$ cat config.mk
export PLATFORM = sky130hd
export DESIGN_NAME = subtractor_nbits_serial
export DESIGN_NICKNAME = d
export VERILOG_FILES = /design/src/rtl/subtractor_nbits_serial.sv
export SDC_FILE = /design/constraint.sdc
export NUM_CORES = 1
export LEC_CHECK = 0
export CAP_MARGIN = 10
export CORE_AREA = 2 2 76 78
export CTS_BUF_LIST = sky130_fd_sc_hd__clkbuf_16
export DETAILED_ROUTE_END_ITERATION = 8
export DIE_AREA = 0 0 78 80
export PLACE_DENSITY = 0.74
export SLEW_MARGIN = 5
export SYNTH_ARGS = -nofsm -noshare
export SYNTH_HDL_FRONTEND = slang
export SYNTH_SLANG_ARGS = --single-unit
$ cat constraint.sdc
create_clock -name i_Clk -period 6.2 [get_ports i_Clk]
set_clock_uncertainty 0.15 [all_clocks]
set_input_delay 1.24 -clock i_Clk [delete_from_list [all_inputs] [get_ports i_Clk]]
set_output_delay 1.24 -clock i_Clk [all_outputs]
set_load 0.02 [all_outputs]
$ cat src/rtl/subtractor_nbits_serial.sv
// subtractor_nbits_serial: chunk-serial A - B - Bin with borrow-out and valid/ready handshakes
module subtractor_nbits_serial #(
    parameter int WIDTH = 15,
    parameter int CHUNK = 4
) (
    input  logic             i_Clk,
    input  logic             i_Rst_n,
    input  logic [WIDTH-1:0] i_A,
    input  logic [WIDTH-1:0] i_B,
    input  logic             i_Bin,
    input  logic             i_Valid,
    output logic             o_Ready,
    output logic [WIDTH-1:0] o_Diff,
    output logic             o_Bout,
    output logic             o_Valid,
    input  logic             i_Ready,
    output logic             o_Busy
);
    localparam int NCHUNK = (WIDTH + CHUNK - 1) / CHUNK;
    localparam int PW     = NCHUNK * CHUNK;
    localparam int CW     = $clog2(NCHUNK + 1);
    localparam int IW     = PW > 1 ? $clog2(PW) : 1;

    typedef enum logic [1:0] {IDLE, RUN, DONE} state_t;

    state_t          state, state_nxt;
    logic [PW-1:0]   a_q, b_q, diff_q;
    logic            borrow_q, bout_q;
    logic [CW-1:0]   cnt_q;
    logic [IW-1:0]   base;
    logic [CHUNK:0]  res;
    logic            last;

    assign o_Diff = diff_q[WIDTH-1:0];
    assign o_Bout = bout_q;

    // State register; reset aborts any operation in flight
    always_ff @(posedge i_Clk or negedge i_Rst_n) begin
        if (!i_Rst_n) state <= IDLE;
        else          state <= state_nxt;
    end

    // Operands are zero-padded to whole chunks, so the borrow out of the padded top equals the borrow at bit WIDTH
    always_comb begin
        base      = IW'(32'(cnt_q) * CHUNK);
        last      = cnt_q == CW'(NCHUNK - 1);
        res       = {1'b0, a_q[base +: CHUNK]} - {1'b0, b_q[base +: CHUNK]} - {{CHUNK{1'b0}}, borrow_q};
        state_nxt = (state == IDLE && i_Valid) ? RUN  :
                    (state == RUN  && last)    ? DONE :
                    (state == DONE && i_Ready) ? IDLE : state;
        o_Ready   = state == IDLE;
        o_Busy    = state != IDLE;
        o_Valid   = state == DONE;
    end

    // Latch operands on accept, then fold one chunk per cycle into the result and borrow chain
    always_ff @(posedge i_Clk or negedge i_Rst_n) begin
        if (!i_Rst_n) begin
            a_q      <= '0;
            b_q      <= '0;
            diff_q   <= '0;
            borrow_q <= 1'b0;
            bout_q   <= 1'b0;
            cnt_q    <= '0;
        end else if (state == IDLE && i_Valid) begin
            a_q      <= PW'(i_A);
            b_q      <= PW'(i_B);
            borrow_q <= i_Bin;
            cnt_q    <= '0;
        end else if (state == RUN) begin
            diff_q[base +: CHUNK] <= res[CHUNK-1:0];
            borrow_q              <= res[CHUNK];
            cnt_q                 <= cnt_q + CW'(1);
            if (last) bout_q <= res[CHUNK];
        end
    end
endmodule

# == Word level (Yosys, flattened, before mapping) ==
# Cells that the tools add are included.
# W data, S select, Z words.
# word_totals
out_inout_bits,19
register_bits,53
# op_classes
n_bitwise,1
n_eq_ne,3
n_reduce_logical,9
shifts,4
addsub,4
muxes,8
# op_table
op,count
$shiftx A16 B5 Y4,2
$bwmux W16,1
$shift A4 B6 Y16 const A,1
$shiftx A4 B6 Y16,1
$mux W2,3
$mux W3,2
$neg A4 Y6,1
$sub A4 B4 Y5,1
$sub A5 B1 Y5,1
$reduce_bool A2 Y1,2
$add A3 B1 Y3 const B,1
$eq A3 B2 Y1 const B,1
$logic_and A1 B1 Y1,3
$reduce_and A3 Y1,1
$reduce_bool A3 Y1,1
$eq A2 B1 Y1 const B,1
$eq A2 B2 Y1 const B,1
$logic_not A2 Y1,1
$mux W1,2
$reduce_and A2 Y1,1
$not A1 Y1,1

# == Longest topological paths before layout ==
# logic_depth
ltp_word,5
depth_mapped,10

# == Worst setup path after synthesis ==
# OpenSTA, ideal clock, no wires.
# synth_timing
kind,register -> register
startpoint,reg cnt_q[0]
endpoint,reg diff_q[13]
synth_period_minus_slack_ns,2.588
setup_slack_ns,3.612
path_stages_with_launch,7
arrival_time_ns,2.328
setup_time_ns,0.110
path_cell_list,dfrtp_1 > buf_6 > mux4_1 > fa_1 > inv_1 > fa_1 > o41ai_1
# synth_between
elab_chain_len,5
elab_cells_between_ends,8
# synth_rtl
element,line_no,source
start: declaration,29,logic [CW-1:0] cnt_q;
start signal: assignment,73,cnt_q <= cnt_q + CW'(1);
$shiftx A16 B5 Y4,47,"res = {1'b0, a_q[base +: CHUNK]} - {1'b0, b_q[base +: CHUNK]} - {{CHUNK{1'b0}}, borrow_q};"
$sub A4 B4 Y5,47,
$sub A5 B1 Y5,47,
$shiftx A4 B6 Y16,71,diff_q[base +: CHUNK] <= res[CHUNK-1:0];
$bwmux W16 (*),71,
end signal: indexed assignment,71,
end: declaration,27,"logic [PW-1:0] a_q, b_q, diff_q;"
# Mark *: on every way between the ends. The rest lies on a longest branch, timed or not.
# A chain may end at the register's enable or synchronous reset.

# == Final worst setup path ==
# layout_timing
startpoint,reg cnt_q[0]
endpoint,reg diff_q[9]
# The elaborated chain is that of the path after synthesis.

==> out/results.tsv <==
stage	metric	value	unit
detailed_routing	drc	0	
global_routing	grt_use_total	16.3	%
setup_path	startpoint_type	flop	
final_layout	seqCellArea	1300	um2
pwr	p_clk_share	17.0	%
logic_synthesis	synth_cell_types	30	
run_status	run_status	finished clean	
pwr	power_density	554	nW/um2
pwr	p_sw_share	38.3	%
logic_synthesis	ys_seq_area_share	52.3	%
detailed_routing	vias	1641	
logic_synthesis	synth.area.mux_share	20.4	%
setup_path	reg2reg_depth	5	
place	post_dp_cell_area	3080	um2
clock_network	clk_pin_slew_worst_paths	70	ps
detailed_routing	antenna_left	0	
clock_network	post_cts_resized	0	
pwr	pwr-share-seq	33.4	%
logic_synthesis	synth_xor_xnor_area_share	1.36	%
pwr	pwr-share-comb	49.6	%
logic_synthesis	synthTopCellsByArea	dfrtp_1 (52%), mux2_2 (14%), ha_1 (5.5%)	
detailed_routing	drtIter0Drc	53	
place	place.port_buffers	53	
clock_network	cts_made_buffers	5	
clock_network	clock_sinks	52	
final_layout	final_cell_area	3250	um2
timing	worst_pin_slew	767	ps
run	drv_cap	0	
global_routing	grt_pass1_vias	1698	
place	dpl.hpwl	3450	um
timing	fin_tns_setup	0	ps
hold_path	min-delay-start	diff_q[12]	
floorplan	core	5410	um2
detailed_routing	routed_wl	4580	um
timing	postLayoutSetupSlackWorst	3040	ps
clock_network	cts.htree.levels	2	
clock_network	cts_tree	done	
timing	fmax	0.316	GHz
setup_path	regToRegStartpoint	cnt_q[0]	
logic_synthesis	ys_ff_latch	52	
global_routing	grt_pass1_wl	7870	um
clock_network	clock-root-buffer	clkbuf_16	
setup_path	crit_start	cnt_q[0]	
logic_synthesis	yosys.area_share.simple	6.89	%
hold_path	hold_class	reg2reg	
detailed_routing	wl_per_cell	14.2	um
timing	period_share	51.0	%
logic_synthesis	synth_top_family_by_area	multiplexers	
global_routing	antenna_found_initial	0	
logic_synthesis	synth_top_area_cell	dfrtp_1	
timing	maxSlewViolCount	0	
logic_synthesis	avgSynthCellArea	12.7	um2
setup_path	critical_path_arrival	3180	ps
logic_synthesis	synth_nets	244	
final_layout	antenna_cells	0	
floorplan	dieArea	6240	um2
final_layout	multiInputGateArea	1100	um2
global_routing	grt_overflow	0	
pwr	p_int	0.00111	W
floorplan	fp.dieH	80	um
clock_network	post_cts_buffers	0	
floorplan	pin_count	54	
pwr	vdd_drop_max	0.268	mV
hold_path	whs_path_depth	2	
pwr	p_leak	1.40	nW
detailed_routing	viasPerCell	5.08	
logic_synthesis	synth-compound-area-share	8.20	%
final_layout	layout.nets	298	
timing	hold_violations	0	
clock_network	insertion_delay	290	ps
logic_synthesis	syn-cell-area	2490	um2
logic_synthesis	synth_warnings	0	
final_layout	synthToLayoutAreaGrowth	30.6	%
clock_network	max-clock-path-buffers	2	
floorplan	start_util	46.0	%
setup_path	worstPathRequired	6220	ps
final_layout	fillers	451	
setup_path	worstSetupPathType	reg2reg	
detailed_routing	dr.pass1.iters	4	
floorplan	die_w	78	um
setup_path	rr_endpoint	diff_q[9]	
setup_path	path_max_fanout	19	
setup_path	cp-end-kind	flop	
place	place_congestion	0.815	
setup_path	r2r_slack	3040	ps
logic_synthesis	synthAdderAreaFrac	7.14	%
pwr	totalPowerFinal	0.00180	W
pwr	p_switching	0.000691	W
timing	grt_setup_unrepaired	no	
place	preCtsSetupSlack	3040	ps
timing	slew_headroom	48.8	%
clock_network	ctsHoldBuffers	0	
logic_synthesis	synth_top_cell_area_share	52.3	%
logic_synthesis	synthCells	196	
hold_path	min_to	diff_q[12]	
timing	setup_viol	0	
global_routing	grt_start_max_net_pins	53	
final_layout	layout-drive-gt1-share	17.9	%
timing	period_needed	3160	ps
floorplan	rows	27	
-- sequential cells by signal, indices dropped and copies added, names as in the netlist --
name and flops:
a_q 15, b_q 15, borrow_q 1, cnt_q 3, diff_q 15, o_Bout 1, state 2
-- worst max-delay path by stage --
stage	endpoint	slack (ps)	depth (start not counted)
after floorplan	diff_q[13]	3610	6
after global placement	diff_q[13]	3160	5
after detailed placement	diff_q[13]	3040	5
after CTS	diff_q[9]	3030	5
after global routing	diff_q[11]	2870	7
final	diff_q[9]	3040	5
-- critical path, stage by stage, from the launching register on --
cell and delay (ps):
dfrtp_1 800, mux4_1 690, fa_1 430, inv_1 100
fa_1 480, o41ai_1 400
-- synth_stat cells, drive strengths merged --
master  count
a21oi       5
a22o        2
a22oi       1
a31oi       2
buf         6
clkbuf      2
dfrtp      52
fa          2
ha         11
inv        13
mux2       30
mux2i       2
mux4        6
nand2      25
nand2b      4
nand3       1
nand4       1
nor2        6
nor2b       1
nor3b       1
o21ai       7
o22ai       1
o31ai       7
o41ai       5
xnor2       2
xor2        1
-- metrics by stage --
step	hold WS [ps]	std cells	util (%)
after global routing	366	323	60.1
after global placement	311	315	57.0
after detailed placement	319	315	57.0
after floorplan	322	196	-
after CTS	334	323	60.1
final	329	323	60.1
-- cells in the final DEF, fill, tap and decap left out, types with 4 or more instances in the layout --
| cell | count |
|---|---|
| dfrtp_1 | 52 |
| clkdlybuf4s50_1 | 52 |
| mux2_2 | 30 |
| nand2_1 | 25 |
| inv_1 | 13 |
| ha_1 | 11 |
| o31ai_1 | 7 |
| nor2_1 | 6 |
| o21ai_0 | 6 |
| o41ai_1 | 5 |
| clkbuf_16 | 5 |
| mux4_1 | 4 |
| a21oi_1 | 4 |
| nand2b_1 | 4 |
-- area by class of cell --
type	instances	area share (%)
repair buffers	55	16.6
multi-input cells	123	33.9
well taps	72	2.77
clock inverters	3	1.31
flip-flops and latches	52	40.0
clock buffers	5	3.85
inverters	13	1.50
-- power by group through the flow --
stage	Clock (W)	Combinational, W	Sequential [W]
2_1_floorplan	0	0.000649	0.000593
3_3_place_gp	0	0.000867	0.000604
3_5_place_dp	0	0.000897	0.000612
4_1_cts	0.000314	0.000905	0.000605
5_1_grt	0.000334	0.000998	0.000625
6_report	0.000307	0.000894	0.000601
-- layer usage --
| metal | up-vias | GRT usage, % | routed length (um) |
|---|---|---|---|
| li1 | 801 | - | - |
| met1 | 792 | 20.0 | 1980 |
| met5 | - | 0 | 0 |
| met3 | 6 | 4.41 | 206 |
| met4 | 0 | 4.74 | 45 |
| met2 | 42 | 28.2 | 2350 |
-- cell families (layout without fill, tap and decap cells) --
logic type                 count (synthesis)  count (layout)
AOI/OAI and AO/OA                         30              30
adders and majority gates                 13              13
buffers and inverters                     21              76
DFF                                       52              52
xor gates and xnor gates                   3               3
muxes                                     38              38
and+or+nand+nor                           39              39
Note: power is estimated with default switching activity, not from simulation.
